## config.mk

```make
export PLATFORM = sky130hd
export DESIGN_NAME = icw_ocw_sequencer
export DESIGN_NICKNAME = d
export VERILOG_FILES = /design/src/rtl/pic_pkg.sv /design/src/rtl/pic_wr_edge_detect.sv /design/src/rtl/icw_ocw_sequencer.sv
export SDC_FILE = /design/constraint.sdc
export NUM_CORES = 1
export LEC_CHECK = 0
export CAP_MARGIN = 20
export CORE_ASPECT_RATIO = 1.2
export CORE_UTILIZATION = 30
export DETAILED_ROUTE_END_ITERATION = 10
export PLACE_DENSITY = 0.61
export SKIP_CTS_REPAIR_TIMING = 1
export SLEW_MARGIN = 10
export SYNTH_ARGS = -nofsm -noshare
export SYNTH_HDL_FRONTEND = slang
export SYNTH_SLANG_ARGS = --single-unit
```

## constraint.sdc

```tcl
create_clock -name clk -period 4 [get_ports clk]
set_clock_uncertainty 0.15 [all_clocks]
set_input_delay 0.8 -clock clk [delete_from_list [all_inputs] [get_ports clk]]
set_output_delay 0.8 -clock clk [all_outputs]
set_load 0.03 [all_outputs]
```

## src/rtl/pic_pkg.sv

```systemverilog
// Shared definitions for the ICW/OCW command sequencer: FSM states,
// OCW2 command codes and bit positions used when decoding written bytes.
package pic_pkg;

  typedef enum logic [2:0] {
    IDLE      = 3'd0,
    WAIT_ICW2 = 3'd1,
    WAIT_ICW3 = 3'd2,
    WAIT_ICW4 = 3'd3,
    READY     = 3'd4
  } pic_state_t;

  // OCW2 D7:5 = {R, SL, EOI}
  localparam logic [2:0] OCW2_ROT_AEOI_CLR = 3'b000;
  localparam logic [2:0] OCW2_NS_EOI       = 3'b001;
  localparam logic [2:0] OCW2_NOP          = 3'b010;
  localparam logic [2:0] OCW2_SP_EOI       = 3'b011;
  localparam logic [2:0] OCW2_ROT_AEOI_SET = 3'b100;
  localparam logic [2:0] OCW2_ROT_NS_EOI   = 3'b101;
  localparam logic [2:0] OCW2_SET_PRIORITY = 3'b110;
  localparam logic [2:0] OCW2_ROT_SP_EOI   = 3'b111;

  localparam int ICW1_IC4  = 0;
  localparam int ICW1_SNGL = 1;
  localparam int ICW1_LTIM = 3;
  localparam int CMD_D4    = 4;
  localparam int OCW_D3    = 3;
  localparam int OCW3_RIS  = 0;
  localparam int OCW3_RR   = 1;
  localparam int OCW3_P    = 2;
  localparam int OCW3_SMM  = 5;
  localparam int OCW3_ESMM = 6;

endpackage

```

## src/rtl/pic_wr_edge_detect.sv

```systemverilog
// Rising-edge detector on the bus write level, built on a registered
// history bit so a level held for many cycles yields a single pulse.
module pic_wr_edge_detect (
  input  logic clk,
  input  logic reset,
  input  logic write_flag,
  output logic write_edge
);

  logic prev_reg;

  always_ff @(posedge clk) begin
    if (reset) prev_reg <= 1'b0;
    else       prev_reg <= write_flag;
  end

  assign write_edge = write_flag & ~prev_reg;

endmodule

```

## src/rtl/icw_ocw_sequencer.sv

```systemverilog
// ICW1..ICW4 initialisation sequencer and OCW1..OCW3 decoder.
// Optional special mask mode handling is enabled by SPECIAL_MASK_MODE_EN.
module icw_ocw_sequencer
  import pic_pkg::*;
#(
  parameter logic [7:0] IMR_INIT = 8'h00
) (
  input  logic       clk,
  input  logic       reset,
  input  logic       write_flag,
  input  logic       Ao,
  input  logic [7:0] data_in,
  output logic       init_done,
  output logic       ltim,
  output logic       sngl,
  output logic [4:0] vector_base,
  output logic [7:0] icw3_reg,
  output logic       aeoi,
  output logic       upm,
  output logic [7:0] imr,
  output logic       eoi_valid,
  output logic [2:0] eoi_cmd,
  output logic [2:0] eoi_level,
  output logic       read_isr_sel,
  output logic       poll_req,
  output logic       smm
);

  pic_state_t state_reg;
  logic       ic4_reg;
  logic       write_edge;
  logic       is_icw1;

  pic_wr_edge_detect u_edge (
    .clk        (clk),
    .reset      (reset),
    .write_flag (write_flag),
    .write_edge (write_edge)
  );

  // ICW1 restarts initialisation from any state, including READY
  assign is_icw1 = ~Ao & data_in[CMD_D4];

`ifdef SPECIAL_MASK_MODE_EN
  logic smm_reg;
  assign smm = smm_reg;
`else
  assign smm = 1'b0;
`endif

  always_ff @(posedge clk) begin
    if (reset) begin
      state_reg    <= IDLE;
      ic4_reg      <= 1'b0;
      init_done    <= 1'b0;
      ltim         <= 1'b0;
      sngl         <= 1'b0;
      vector_base  <= 5'd0;
      icw3_reg     <= 8'h00;
      aeoi         <= 1'b0;
      upm          <= 1'b0;
      imr          <= IMR_INIT;
      eoi_valid    <= 1'b0;
      eoi_cmd      <= 3'd0;
      eoi_level    <= 3'd0;
      read_isr_sel <= 1'b0;
      poll_req     <= 1'b0;
`ifdef SPECIAL_MASK_MODE_EN
      smm_reg      <= 1'b0;
`endif
    end else begin
      eoi_valid <= 1'b0;
      poll_req  <= 1'b0;
      if (write_edge) begin
        if (is_icw1) begin
          ltim         <= data_in[ICW1_LTIM];
          sngl         <= data_in[ICW1_SNGL];
          ic4_reg      <= data_in[ICW1_IC4];
          imr          <= IMR_INIT;
          aeoi         <= 1'b0;
          upm          <= 1'b0;
          read_isr_sel <= 1'b0;
          init_done    <= 1'b0;
`ifdef SPECIAL_MASK_MODE_EN
          smm_reg      <= 1'b0;
`endif
          state_reg    <= WAIT_ICW2;
        end else begin
          case (state_reg)
            WAIT_ICW2: if (Ao) begin
              vector_base <= data_in[7:3];
              if (!sngl) begin
                state_reg <= WAIT_ICW3;
              end else if (ic4_reg) begin
                state_reg <= WAIT_ICW4;
              end else begin
                state_reg <= READY;
                init_done <= 1'b1;
              end
            end
            WAIT_ICW3: if (Ao) begin
              icw3_reg <= data_in;
              if (ic4_reg) begin
                state_reg <= WAIT_ICW4;
              end else begin
                state_reg <= READY;
                init_done <= 1'b1;
              end
            end
            WAIT_ICW4: if (Ao) begin
              upm       <= data_in[0];
              aeoi      <= data_in[1];
              state_reg <= READY;
              init_done <= 1'b1;
            end
            READY: begin
              if (Ao) begin
                imr <= data_in;
              end else if (!data_in[OCW_D3]) begin
                eoi_valid <= 1'b1;
                eoi_cmd   <= data_in[7:5];
                eoi_level <= data_in[2:0];
              end else begin
                if (data_in[OCW3_RR]) read_isr_sel <= data_in[OCW3_RIS];
                if (data_in[OCW3_P])  poll_req     <= 1'b1;
`ifdef SPECIAL_MASK_MODE_EN
                if (data_in[OCW3_ESMM]) smm_reg <= data_in[OCW3_SMM];
`endif
              end
            end
            default: ;
          endcase
        end
      end
    end
  end

endmodule

```

==> summary.md <==
| Metric | Value |
|---|---|
| Outcome | completed |
| Worst hold stages | 1 |
| Synth Cell Area | 1860 um^2 |
| Crit path time final | 2630 ps |
| Die area | 6510 um^2 |
| Fillers | 605 |
| CTS Root Cell | clkbuf_8 |
| Biggest cell delay along the critical path | 670 ps |
| Unique masters post-synth | 43 |
| Drt via density | roughly 5.3 |
| Syn_area_per_cell | 8.40 um^2 |
| Ys flop type | dfxtp_1 |
| Initial antenna violation count | 0 |
| RSZ-0062 raised after global routing | no |
| Final Hold Vio Count | 0 |
| Area of the core | 6010 um^2 |
| R2r setup slk | 1950 ps |
| Die Height | just under 90 um |
| Clock slew at reported path FFs | 80 ps |
| CTS tree | done |
| YS warnings | 0 |
| Synth area leaders | dfxtp_1, a21oi_1, nand3_1 |
| Via count | 1791 |
| Drt total wl | 5140 um |
| Crit Path Category | in2reg |
| Relative slew slack | 33.7% |
| Sequential cell area | 801 um^2 |
| CP Cell Sequence | clkdlybuf4s50_1 -> nand3b_1 -> o22a_1 -> o41ai_1 |
| Worst r2r src | state_reg[2]$_SDFFE_PP0P_ |
| Design Power | 0.838 mW |
| Total negative slack | 0 ps |
| Share of post-route cells with drive strength above 1 | 7.48% |
| CTS H-Tree Depth | 2 |
| Final worst-path cycle share | around two thirds |
| # rows | 31 |
| Hold/Removal Path Class | reg2reg |
| GRT Resource Usage Total | 16.6% |
| Seq cells post-synth | 40 |
| Die X | around 74 um |
| Worst Path Arrival | 2680 ps |
| Mapped Cells | roughly 220 |
| Critical path capture point type | flop |
| Vias in the first global route | roughly 1600 |
| Peak VDD IR | 0.137 mV |
| Worst Max-Slew Pin Slew | between 900 and 1000 ps |
| Max-cap violations | 0 |
| Multi-input logic area | 930 um^2 |
| Fmax | about 380 MHz |
| Max Slew Vio Count | 0 |
| Grt total ovfl | 0 |
| Leak Pwr | 0.752 nW |
| Fin util | 40.9% |
| Critical path peak fanout | 17 |
| Routability Congestion | 0.848 |
| Synth area leader | dfxtp_1 |
| Num ports | 48 |
| Mapped Nets | about 230 |
| Asr flop ratio synth | 0% |
| DR pass1 iterations | 4 |
| First-pass GRT wire length | 8210 um |
| ANT nets after route | 0 |
| Clock Path Buffers | 2 |
| IO buf count | 46 |
| Synth top area share | 43.1% |
| Startpoint types | primary input |
| Worst R2R End | read_isr_sel$_SDFFE_PP0P_ |
| Power Dens Cells | 341 nW/um^2 |
| WL/cell | 15.3 um |
| Final HPWL DP | 3500 um |
| Reg2reg path depth | 3 |
| N_diodes | 0 |
| P&R area growth vs syn | 32.3% |
| Worst Path Required | 4050 ps |
| Register area share after synthesis | 43.1% |
| Hold Path End | init_done$_SDFFE_PP0P_ |
| DRC viols | 0 |
| Clock Sinks | 40 |
| EDFF count, synth | 0 |
| Worst skew pair latency | slightly above 300 ps |
| Hold_sp | init_done$_SDFFE_PP0P_ |
| TritonCTS buffer count | 5 |
| Finish-stage setup viols | 0 |
| Initial DRC count | 123 |
| Nets | around 270 |
| Largest net degree at the start of global routing | 27 |
| Initial cell density of the core | 30.9% |
| CP max-delay cell | clkdlybuf4s50_1 |
[Yosys cell counts, types with 2 or more instances]
library cell and count:
clkbuf_1 16, a31oi_1 10, nor3b_2 2, inv_1 4, nor3b_1 2, nand4_1 15, nor2_1 2, and3b_1 3
o21ai_1 5, buf_2 8, or3b_1 4, o21ai_0 12, a21oi_1 24, nor2b_1 3, dfxtp_1 40, nand2_1 14
or3_1 2, o31ai_1 6, nand3_1 22, nand2b_1 4
[cell type report]
type / count / share of cell area [%]
well taps: 82 / 4.18
repair buffers: 51 / 20.3
inverters: 4 / 0.611
flip-flops and latches: 40 / 32.6
clock inverters: 3 / 1.73
multi-input cells: 151 / 37.8
clock buffers: 5 / 2.80
[cells in the final DEF, fill, tap and decap left out, types with 5 or more instances in the layout]
cell / instances
nand4_1: 15
a21oi_1: 24
a31oi_1: 10
o21ai_0: 12
o21ai_1: 5
dfxtp_1: 40
nand2_1: 14
o31ai_1: 6
clkdlybuf4s50_1: 46
nand3_1: 22
clkbuf_8: 5
buf_4: 5
[kinds of logic (layout without fill, tap and decap cells)]
kind of cell	after synthesis	after routing	synth area share, %
and+or+nand+nor	82	82	27.8
DFF	40	40	43.1
other	1	1	0.202
buffers and inverters	30	63	6.81
muxes	1	1	0.606
AOI/OAI and AO/OA	67	67	21.5
[per-layer routing]
metal	part of all wire [%]	track usage [%]	routed length, um
met4	1.6	6.12	82
met1	43	20.9	2230
met3	5.2	3.45	269
met5	0	0	0
met2	50	27.6	2560
[worst max-delay path: cells and delay by family]
family	cells	cell delay, ps
and+or+nand+nor	1	500
buffers and inverters	1	670
AOI/OAI and AO/OA	2	700
[per-stage QoR]
stage                     worst slack [ps]  cells  hold slack, ps  instance area (um^2)
after global routing                  1240    336             346                  2460
after detailed placement              1080    328             305                  2350
final                                 1370    336             322                  2460
after CTS                             1380    336             327                  2460
after global placement                1130    328             305                  2350
after floorplan                       1970    221             316                  1860
[power by group]
group,switching (mW),internal [mW]
clock,0.154,0.185
sequential,0.00697,0.403
combinational,0.0583,0.0307
[how the worst max path moves through the flow]
stage                     from                   endpoint  slack [ps]
finish                      Ao  state_reg[1]$_SDFFE_PP0P_        1370
CTS                         Ao  state_reg[1]$_SDFFE_PP0P_        1380
floorplan           data_in[3]    eoi_cmd[0]$_SDFFE_PP0P_        1970
detailed placement  write_flag  read_isr_sel$_SDFFE_PP0P_        1080
global placement    write_flag  read_isr_sel$_SDFFE_PP0P_        1130
global route        write_flag  read_isr_sel$_SDFFE_PP0P_        1240
Note: power is estimated with default switching activity, not from simulation.
